File: src/rtl/bpred_pkg.sv
// Shared types and constants for the BTB-based next-PC predictor.
package bpred_pkg;

  typedef enum logic [2:0] {
    BR_NONE = 3'd0,
    BR_BEQ  = 3'd1,
    BR_BNE  = 3'd2,
    BR_BGEZ = 3'd3,
    BR_BGTZ = 3'd4,
    BR_BLEZ = 3'd5,
    BR_BLTZ = 3'd6
  } br_type_e;

  localparam logic [1:0] CTR_STRONG_NT = 2'b00;
  localparam logic [1:0] CTR_WEAK_NT   = 2'b01;
  localparam logic [1:0] CTR_WEAK_T    = 2'b10;
  localparam logic [1:0] CTR_STRONG_T  = 2'b11;

  localparam logic [31:0] JMP_BASE_DEFAULT = 32'h0000_3000;
  localparam logic [31:0] RESET_PC_DEFAULT = 32'h0000_3000;

  function automatic logic [1:0] ctr_next(input logic [1:0] ctr, input logic taken);
    if (taken) return (ctr == CTR_STRONG_T) ? ctr : ctr + 2'd1;
    return (ctr == CTR_STRONG_NT) ? ctr : ctr - 2'd1;
  endfunction

endpackage

File: src/rtl/bpred_btb.sv
// Direct-mapped branch target buffer: two async read ports (fetch lookup and
// resolve-side update lookup), one sync write port, async clear.
module bpred_btb
  import bpred_pkg::*;
#(
  parameter int XLEN  = 32,
  parameter int DEPTH = 16,
  parameter int IDX_W = $clog2(DEPTH),
  parameter int TAG_W = XLEN - IDX_W - 2
) (
  input  logic             clk,
  input  logic             rst,
  input  logic [IDX_W-1:0] a_idx,
  output logic             a_valid,
  output logic [TAG_W-1:0] a_tag,
  output logic [XLEN-1:0]  a_target,
  output logic [1:0]       a_ctr,
  output logic             a_jump,
  input  logic [IDX_W-1:0] b_idx,
  output logic             b_valid,
  output logic [TAG_W-1:0] b_tag,
  output logic [XLEN-1:0]  b_target,
  output logic [1:0]       b_ctr,
  input  logic             wr_en,
  input  logic [IDX_W-1:0] wr_idx,
  input  logic [TAG_W-1:0] wr_tag,
  input  logic [XLEN-1:0]  wr_target,
  input  logic [1:0]       wr_ctr,
  input  logic             wr_jump
);

  logic [DEPTH-1:0]            valid_q, valid_d;
  logic [DEPTH-1:0][TAG_W-1:0] tag_q, tag_d;
  logic [DEPTH-1:0][XLEN-1:0]  target_q, target_d;
  logic [DEPTH-1:0][1:0]       ctr_q, ctr_d;
  logic [DEPTH-1:0]            jump_q, jump_d;

  always_comb begin
    valid_d  = valid_q;
    tag_d    = tag_q;
    target_d = target_q;
    ctr_d    = ctr_q;
    jump_d   = jump_q;
    if (wr_en) begin
      valid_d[wr_idx]  = 1'b1;
      tag_d[wr_idx]    = wr_tag;
      target_d[wr_idx] = wr_target;
      ctr_d[wr_idx]    = wr_ctr;
      jump_d[wr_idx]   = wr_jump;
    end
  end

  always_ff @(posedge clk or posedge rst) begin
    if (rst) begin
      valid_q  <= '0;
      tag_q    <= '0;
      target_q <= '0;
      ctr_q    <= {DEPTH{CTR_WEAK_NT}};
      jump_q   <= '0;
    end else begin
      valid_q  <= valid_d;
      tag_q    <= tag_d;
      target_q <= target_d;
      ctr_q    <= ctr_d;
      jump_q   <= jump_d;
    end
  end

  // Reads see the registered contents, so a same-cycle write is not visible.
  assign a_valid  = valid_q[a_idx];
  assign a_tag    = tag_q[a_idx];
  assign a_target = target_q[a_idx];
  assign a_ctr    = ctr_q[a_idx];
  assign a_jump   = jump_q[a_idx];
  assign b_valid  = valid_q[b_idx];
  assign b_tag    = tag_q[b_idx];
  assign b_target = target_q[b_idx];
  assign b_ctr    = ctr_q[b_idx];

endmodule

File: src/rtl/bpred_npc.sv
// Next-PC unit: BTB prediction at IF, branch/jump resolution at ID, redirect
// and BTB training, plus a count of redirects.
module bpred_npc
  import bpred_pkg::*;
#(
  parameter int              XLEN      = 32,
  parameter int              BTB_DEPTH = 16,
  parameter logic [XLEN-1:0] RESET_PC  = XLEN'(RESET_PC_DEFAULT),
  parameter logic [XLEN-1:0] JMP_BASE  = XLEN'(JMP_BASE_DEFAULT)
) (
  input  logic            clk,
  input  logic            rst,
  input  logic            stall,
  output logic [XLEN-1:0] if_pc,
  output logic            if_pred_taken,
  output logic [XLEN-1:0] if_pred_target,
  input  logic            id_valid,
  input  logic [XLEN-1:0] id_pc,
  input  logic            id_pred_taken,
  input  logic [XLEN-1:0] id_pred_target,
  input  logic [2:0]      br_type,
  input  logic            is_jmp,
  input  logic            is_jr,
  input  logic [XLEN-1:0] rdata1,
  input  logic [XLEN-1:0] rdata2,
  input  logic [XLEN-1:0] br_offset,
  input  logic [25:0]     instr_index,
  output logic            flush,
  output logic [31:0]     mispred_cnt
);

  localparam int IDX_W = $clog2(BTB_DEPTH);
  localparam int TAG_W = XLEN - IDX_W - 2;

  logic [XLEN-1:0] if_pc_q, if_pc_d;
  logic [31:0]     mispred_cnt_q, mispred_cnt_d;

  logic             a_valid, a_jump, b_valid, a_hit, b_hit;
  logic [TAG_W-1:0] a_tag, b_tag;
  logic [XLEN-1:0]  a_target, b_target;
  logic [1:0]       a_ctr, b_ctr;
  logic             wr_en;
  logic [1:0]       wr_ctr;
  logic [XLEN-1:0]  wr_target;

  br_type_e        br;
  logic            cond, act_taken, redirect, train;
  logic [XLEN-1:0] act_target, id_pc_plus4, if_pc_plus4;

  bpred_btb #(.XLEN(XLEN), .DEPTH(BTB_DEPTH), .IDX_W(IDX_W), .TAG_W(TAG_W)) u_btb (
    .clk      (clk),
    .rst      (rst),
    .a_idx    (if_pc_q[IDX_W+1:2]),
    .a_valid  (a_valid),
    .a_tag    (a_tag),
    .a_target (a_target),
    .a_ctr    (a_ctr),
    .a_jump   (a_jump),
    .b_idx    (id_pc[IDX_W+1:2]),
    .b_valid  (b_valid),
    .b_tag    (b_tag),
    .b_target (b_target),
    .b_ctr    (b_ctr),
    .wr_en    (wr_en),
    .wr_idx   (id_pc[IDX_W+1:2]),
    .wr_tag   (id_pc[XLEN-1:IDX_W+2]),
    .wr_target(wr_target),
    .wr_ctr   (wr_ctr),
    .wr_jump  (is_jmp)
  );

  assign br          = br_type_e'(br_type);
  assign if_pc_plus4 = if_pc_q + XLEN'(4);
  assign id_pc_plus4 = id_pc + XLEN'(4);
  assign a_hit       = a_valid && (a_tag == if_pc_q[XLEN-1:IDX_W+2]);
  assign b_hit       = b_valid && (b_tag == id_pc[XLEN-1:IDX_W+2]);

  always_comb begin
    cond = 1'b0;
    unique case (br)
      BR_BEQ:  cond = (rdata1 == rdata2);
      BR_BNE:  cond = (rdata1 != rdata2);
      BR_BGEZ: cond = !rdata1[XLEN-1];
      BR_BGTZ: cond = !rdata1[XLEN-1] && (rdata1 != '0);
      BR_BLEZ: cond = rdata1[XLEN-1] || (rdata1 == '0);
      BR_BLTZ: cond = rdata1[XLEN-1];
      default: cond = 1'b0;
    endcase

    act_taken  = is_jmp || is_jr || cond;
    act_target = id_pc_plus4;
    if (is_jmp)     act_target = {id_pc[XLEN-1:28], instr_index, 2'b00} + JMP_BASE;
    else if (is_jr) act_target = rdata1 + JMP_BASE;
    else if (cond)  act_target = id_pc + (br_offset << 2);

    redirect = id_valid && !stall && !rst &&
               ((act_taken != id_pred_taken) || (act_taken && (act_target != id_pred_target)));

    train     = id_valid && !stall && !rst && !is_jr && ((br != BR_NONE) || is_jmp);
    wr_en     = train && (b_hit || act_taken);
    wr_ctr    = b_hit ? ctr_next(b_ctr, act_taken) : CTR_WEAK_T;
    wr_target = act_taken ? act_target : b_target;

    if_pred_taken  = a_hit && (a_jump || a_ctr[1]);
    if_pred_target = a_hit ? a_target : if_pc_plus4;

    // Sequential fetch follows the predicted path only when the BTB votes taken;
    // a weak not-taken hit must still fall through.
    if_pc_d = if_pred_taken ? if_pred_target : if_pc_plus4;
    if (stall)         if_pc_d = if_pc_q;
    else if (redirect) if_pc_d = act_target;

    mispred_cnt_d = mispred_cnt_q + 32'(redirect);
  end

  always_ff @(posedge clk or posedge rst) begin
    if (rst) begin
      if_pc_q       <= RESET_PC;
      mispred_cnt_q <= '0;
    end else begin
      if_pc_q       <= if_pc_d;
      mispred_cnt_q <= mispred_cnt_d;
    end
  end

  assign if_pc       = if_pc_q;
  assign flush       = redirect;
  assign mispred_cnt = mispred_cnt_q;

endmodule

File: config.mk
export PLATFORM = sky130hd
export DESIGN_NAME = bpred_npc
export DESIGN_NICKNAME = d
export VERILOG_FILES = /design/src/rtl/bpred_pkg.sv /design/src/rtl/bpred_btb.sv /design/src/rtl/bpred_npc.sv
export SDC_FILE = /design/constraint.sdc
export NUM_CORES = 2
export LEC_CHECK = 0
export ABC_CLOCK_PERIOD_IN_PS = 70700
export CAP_MARGIN = 20
export CORE_MARGIN = 5
export CORE_UTILIZATION = 60
export CTS_CLUSTER_SIZE = 25
export DETAILED_ROUTE_END_ITERATION = 6
export MAX_ROUTING_LAYER = met4
export PLACE_DENSITY = 0.79
export SETUP_SLACK_MARGIN = 0.5
export SLEW_MARGIN = 40
export SYNTH_ARGS = -nofsm -noshare
export SYNTH_HDL_FRONTEND = slang
export SYNTH_SLANG_ARGS = --single-unit
File: constraint.sdc
create_clock -name clk -period 70.7 [get_ports clk]
set_input_delay 14.14 -clock clk [delete_from_list [all_inputs] [get_ports clk]]
set_output_delay 14.14 -clock clk [all_outputs]
set_load 0.005 [all_outputs]
==> run summary <==
Net Count, Synth = 5257
# hold bufs at CTS = 0
Period Utilization, post-route = 0.506
HP Class = register to register
FF+latch count, synth = 1056
Row Count = 116
Starting Density = 0.606
Internal Power = 1.22 mW
Post-synth EDFFs = 0
Drt drc = 0
Endpoint class of the critical path = primary output
CTS Buf Count = 107
Fillers = 6732
Post-DRT Antenna Nets = 0
Final setup vio count = 0
Flop2flop setup slack = 64.22 ns
Initial antenna violation count = 8
Post-CTS resize count = 0
Seq pwr share = 0.406
DR vias/cell = 7.15
CP Max Fanout = 32
Post-Synthesis Cells = 5025
Clk root buf = clkbuf_16
Reg-to-reg critical path endpoint = if_pc[13]
Die Wd = 328 um
Sink Count = 1056
Clock tree from TritonCTS = done
Switch share = 0.322
Slew headroom = 0.352
Tot GR Track Use = 0.379
Postcts setup bufs = 0
Least-Margin Pin Slew = 0.962 ns
Startpoint types = input port
Synth Cell Area = 0.0607 mm^2
Drt pass-1 iters = 7
Post-synthesis sequential area ratio = 0.435
CTS H-tree lvls = 3
CP endpoint = flush
Combinational power share = 0.267
Fmax = 27.9 MHz
Area growth from synthesis to layout = 12.7%
CTS max path bufs = 3
Post-synth ARST share = 1.00
Final nets = 5289
Worst slack at placement = 35.12 ns
P per Cell Area = 26.3 mW/mm^2
First-pass GRT wire length = 297000 um
Routed via count = 46600
Vias in the first global route = 46700
Full die area = 0.108 mm^2
Required time worst endpoint = 56.56 ns
Ys Warns = 0
WL per Instance = 30.7 um
CP Class = input port to primary output
Reg2reg path depth = 14
Die boundary height = 328 um
LEAKAGE = 29.3 nW
Post-DP HPWL = 125000 um
Final wirelength = 200000 um
RSZ-0062 raised after global routing = no
IO Count = 294
Pwr Total = 1.80 mW
GP Congestion = 1.02
Worst r2r src = if_pc[3]
Setup TNS = 0 ns
Total grt overflow = 0
Clock transition at path regs = 0.06 ns
Core ar. = 0.100 mm^2
Syn Area/Cell = 12.1 um^2
Max VDD drop = 0.0000223 V
Share of cells above drive strength 1 = 0.284
CP startpoint = rdata1[15]
Count of pins over their slew limit = 0
Final min period = 35.78 ns
Ys flop type = dfrtp_1
Post-synth cell types = 87
Critical path arrival = 21.64 ns
Switching power total = 0.580 mW
Drt initial violations = 6180
Outcome = finished clean
Final hold violations = 0
Clock skew = 0.0487 ns
PortBufs = 291
Setup ws final = 34.92 ns
Skew-Pair Late Insertion Delay = 0.73 ns
Largest net degree at the start of global routing = 165
Clock share of power = 0.328
Max cap viols = 0
==> sequential cells by signal (all words and copies together), names as in the netlist <==
register and count:
if_pc 32, mispred_cnt 32, u_btb.valid_q 16, u_btb.target_q 512
u_btb.jump_q 16, u_btb.ctr_q 32, u_btb.tag_q 416
==> Yosys cell counts, types with 11 or more instances <==
cell,count,area share
buf_2,140,0.012
inv_1,47,0.0029
xnor2_1,132,0.019
nand2b_1,19,0.0020
mux2_2,470,0.087
o21ai_0,340,0.028
buf_1,65,0.0040
or2_2,14,0.0014
mux4_2,597,0.22
nor2_1,407,0.025
and3_1,31,0.0032
a21oi_1,369,0.030
dfstp_2,18,0.0078
nand3_1,59,0.0049
a21o_1,16,0.0020
nand2_1,393,0.024
o22ai_1,25,0.0026
mux2i_1,63,0.010
nor4_1,27,0.0028
nand4_1,59,0.0061
o211ai_1,11,0.0014
a31oi_1,16,0.0016
or3_1,21,0.0022
and2_1,42,0.0043
clkbuf_1,234,0.014
buf_4,12,0.0015
nor3_1,48,0.0040
ha_1,35,0.0072
dfrtp_1,1038,0.43
xor2_1,83,0.012
a211oi_1,26,0.0032
==> worst min path at each step <==
stage	startpoint	to	slack (ns)	cells past startpoint
after floorplan	u_btb.ctr_q[28]	u_btb.ctr_q[28]	0.44	2
after detailed placement	u_btb.ctr_q[0]	u_btb.ctr_q[0]	0.46	2
final	u_btb.ctr_q[0]	u_btb.ctr_q[0]	0.47	2
after global placement	u_btb.ctr_q[8]	u_btb.ctr_q[8]	0.45	2
after CTS	u_btb.ctr_q[0]	u_btb.ctr_q[0]	0.47	2
after global routing	u_btb.ctr_q[0]	u_btb.ctr_q[0]	0.49	2
==> worst max-delay path: stages <==
cell,delay (ns)
clkdlybuf4s50_1,0.63
xor2_1,0.26
nor4_1,0.29
nand4_1,0.25
nor4_1,0.29
and3b_1,0.21
buf_4,0.23
nand2b_1,0.19
ha_1,0.22
inv_1,0.09
fa_1,0.42
nand2b_1,0.20
a21oi_1,0.26
o21ai_0,0.27
nand2_1,0.16
xnor2_1,0.10
o21ai_1,0.74
xor2_1,0.17
nor4bb_1,0.45
and4b_1,0.28
and4b_1,0.44
or2_1,0.16
buf_4,0.33
inv_2,0.29
clkdlybuf4s50_1,0.53
==> per-stage QoR <==
stage	cells	area [um^2]	util	hold slack, ns
2_1_floorplan	5025	60700	-	0.442
6_report	6512	68400	0.682	0.471
4_1_cts	6493	68100	0.679	0.472
5_1_grt	6509	68400	0.682	0.487
3_3_place_gp	6292	64200	0.640	0.453
3_5_place_dp	6297	64500	0.643	0.460
==> cell families after synthesis <==
logic type,Yosys count,synth area share
buffers and inverters,506,0.0354
AOI/OAI and AO/OA,905,0.0837
xor gates and xnor gates,216,0.0314
DFF,1056,0.435
and+or+nand+nor,1174,0.0873
muxes,1130,0.319
adders and majority gates,38,0.00787
==> cell type report <==
type | count | area, um^2 | area share
Multi-Input combinational cell | 3463 | 32500 | 0.475
Sequential cell | 1056 | 26500 | 0.387
Timing Repair Buffer | 380 | 3910 | 0.0571
Clock buffer | 150 | 3160 | 0.0462
Tap cell | 1357 | 1700 | 0.0248
Clock inverter | 46 | 512 | 0.00748
Inverter | 49 | 191 | 0.00280
Antenna cell | 11 | 27.5 | 0.000402
==> power by group through the flow <==
stage          Combinational [mW]  Sequential [mW]  Clock, mW
5_1_grt                     0.504            0.736      0.619
4_1_cts                     0.468            0.727      0.592
6_report                    0.480            0.731      0.590
2_1_floorplan               0.314            0.705          0
3_5_place_dp                0.465            0.737          0
3_3_place_gp                0.452            0.733          0
==> metal layers <==
metal,track usage,up-vias,wire [um]
met4,0.178,0,10800
met1,0.491,23700,71800
met5,-,-,0
met3,0.113,658,26200
li1,-,18900,-
met2,0.557,3352,90800
==> cells in the final DEF (no fill, tap or decap), drive strengths merged, types with 11 or more instances in the layout <==
master / count
dfstp: 18
a21oi: 370
a211oi: 27
nand3: 59
clkinv: 34
mux4: 597
or2: 16
xnor2: 132
inv: 50
and3: 31
buf: 99
ha: 35
dfrtp: 1038
a21o: 16
nand2b: 19
nand2: 393
nor4: 27
clkbuf: 151
or3: 21
and2: 42
o211ai: 11
nor2: 408
o22ai: 25
nand4: 59
xor2: 83
mux2i: 63
a31oi: 16
nor3: 49
o21ai: 345
clkdlybuf4s50: 280
diode: 11
mux2: 470
(Power assumes the default switching activity.)
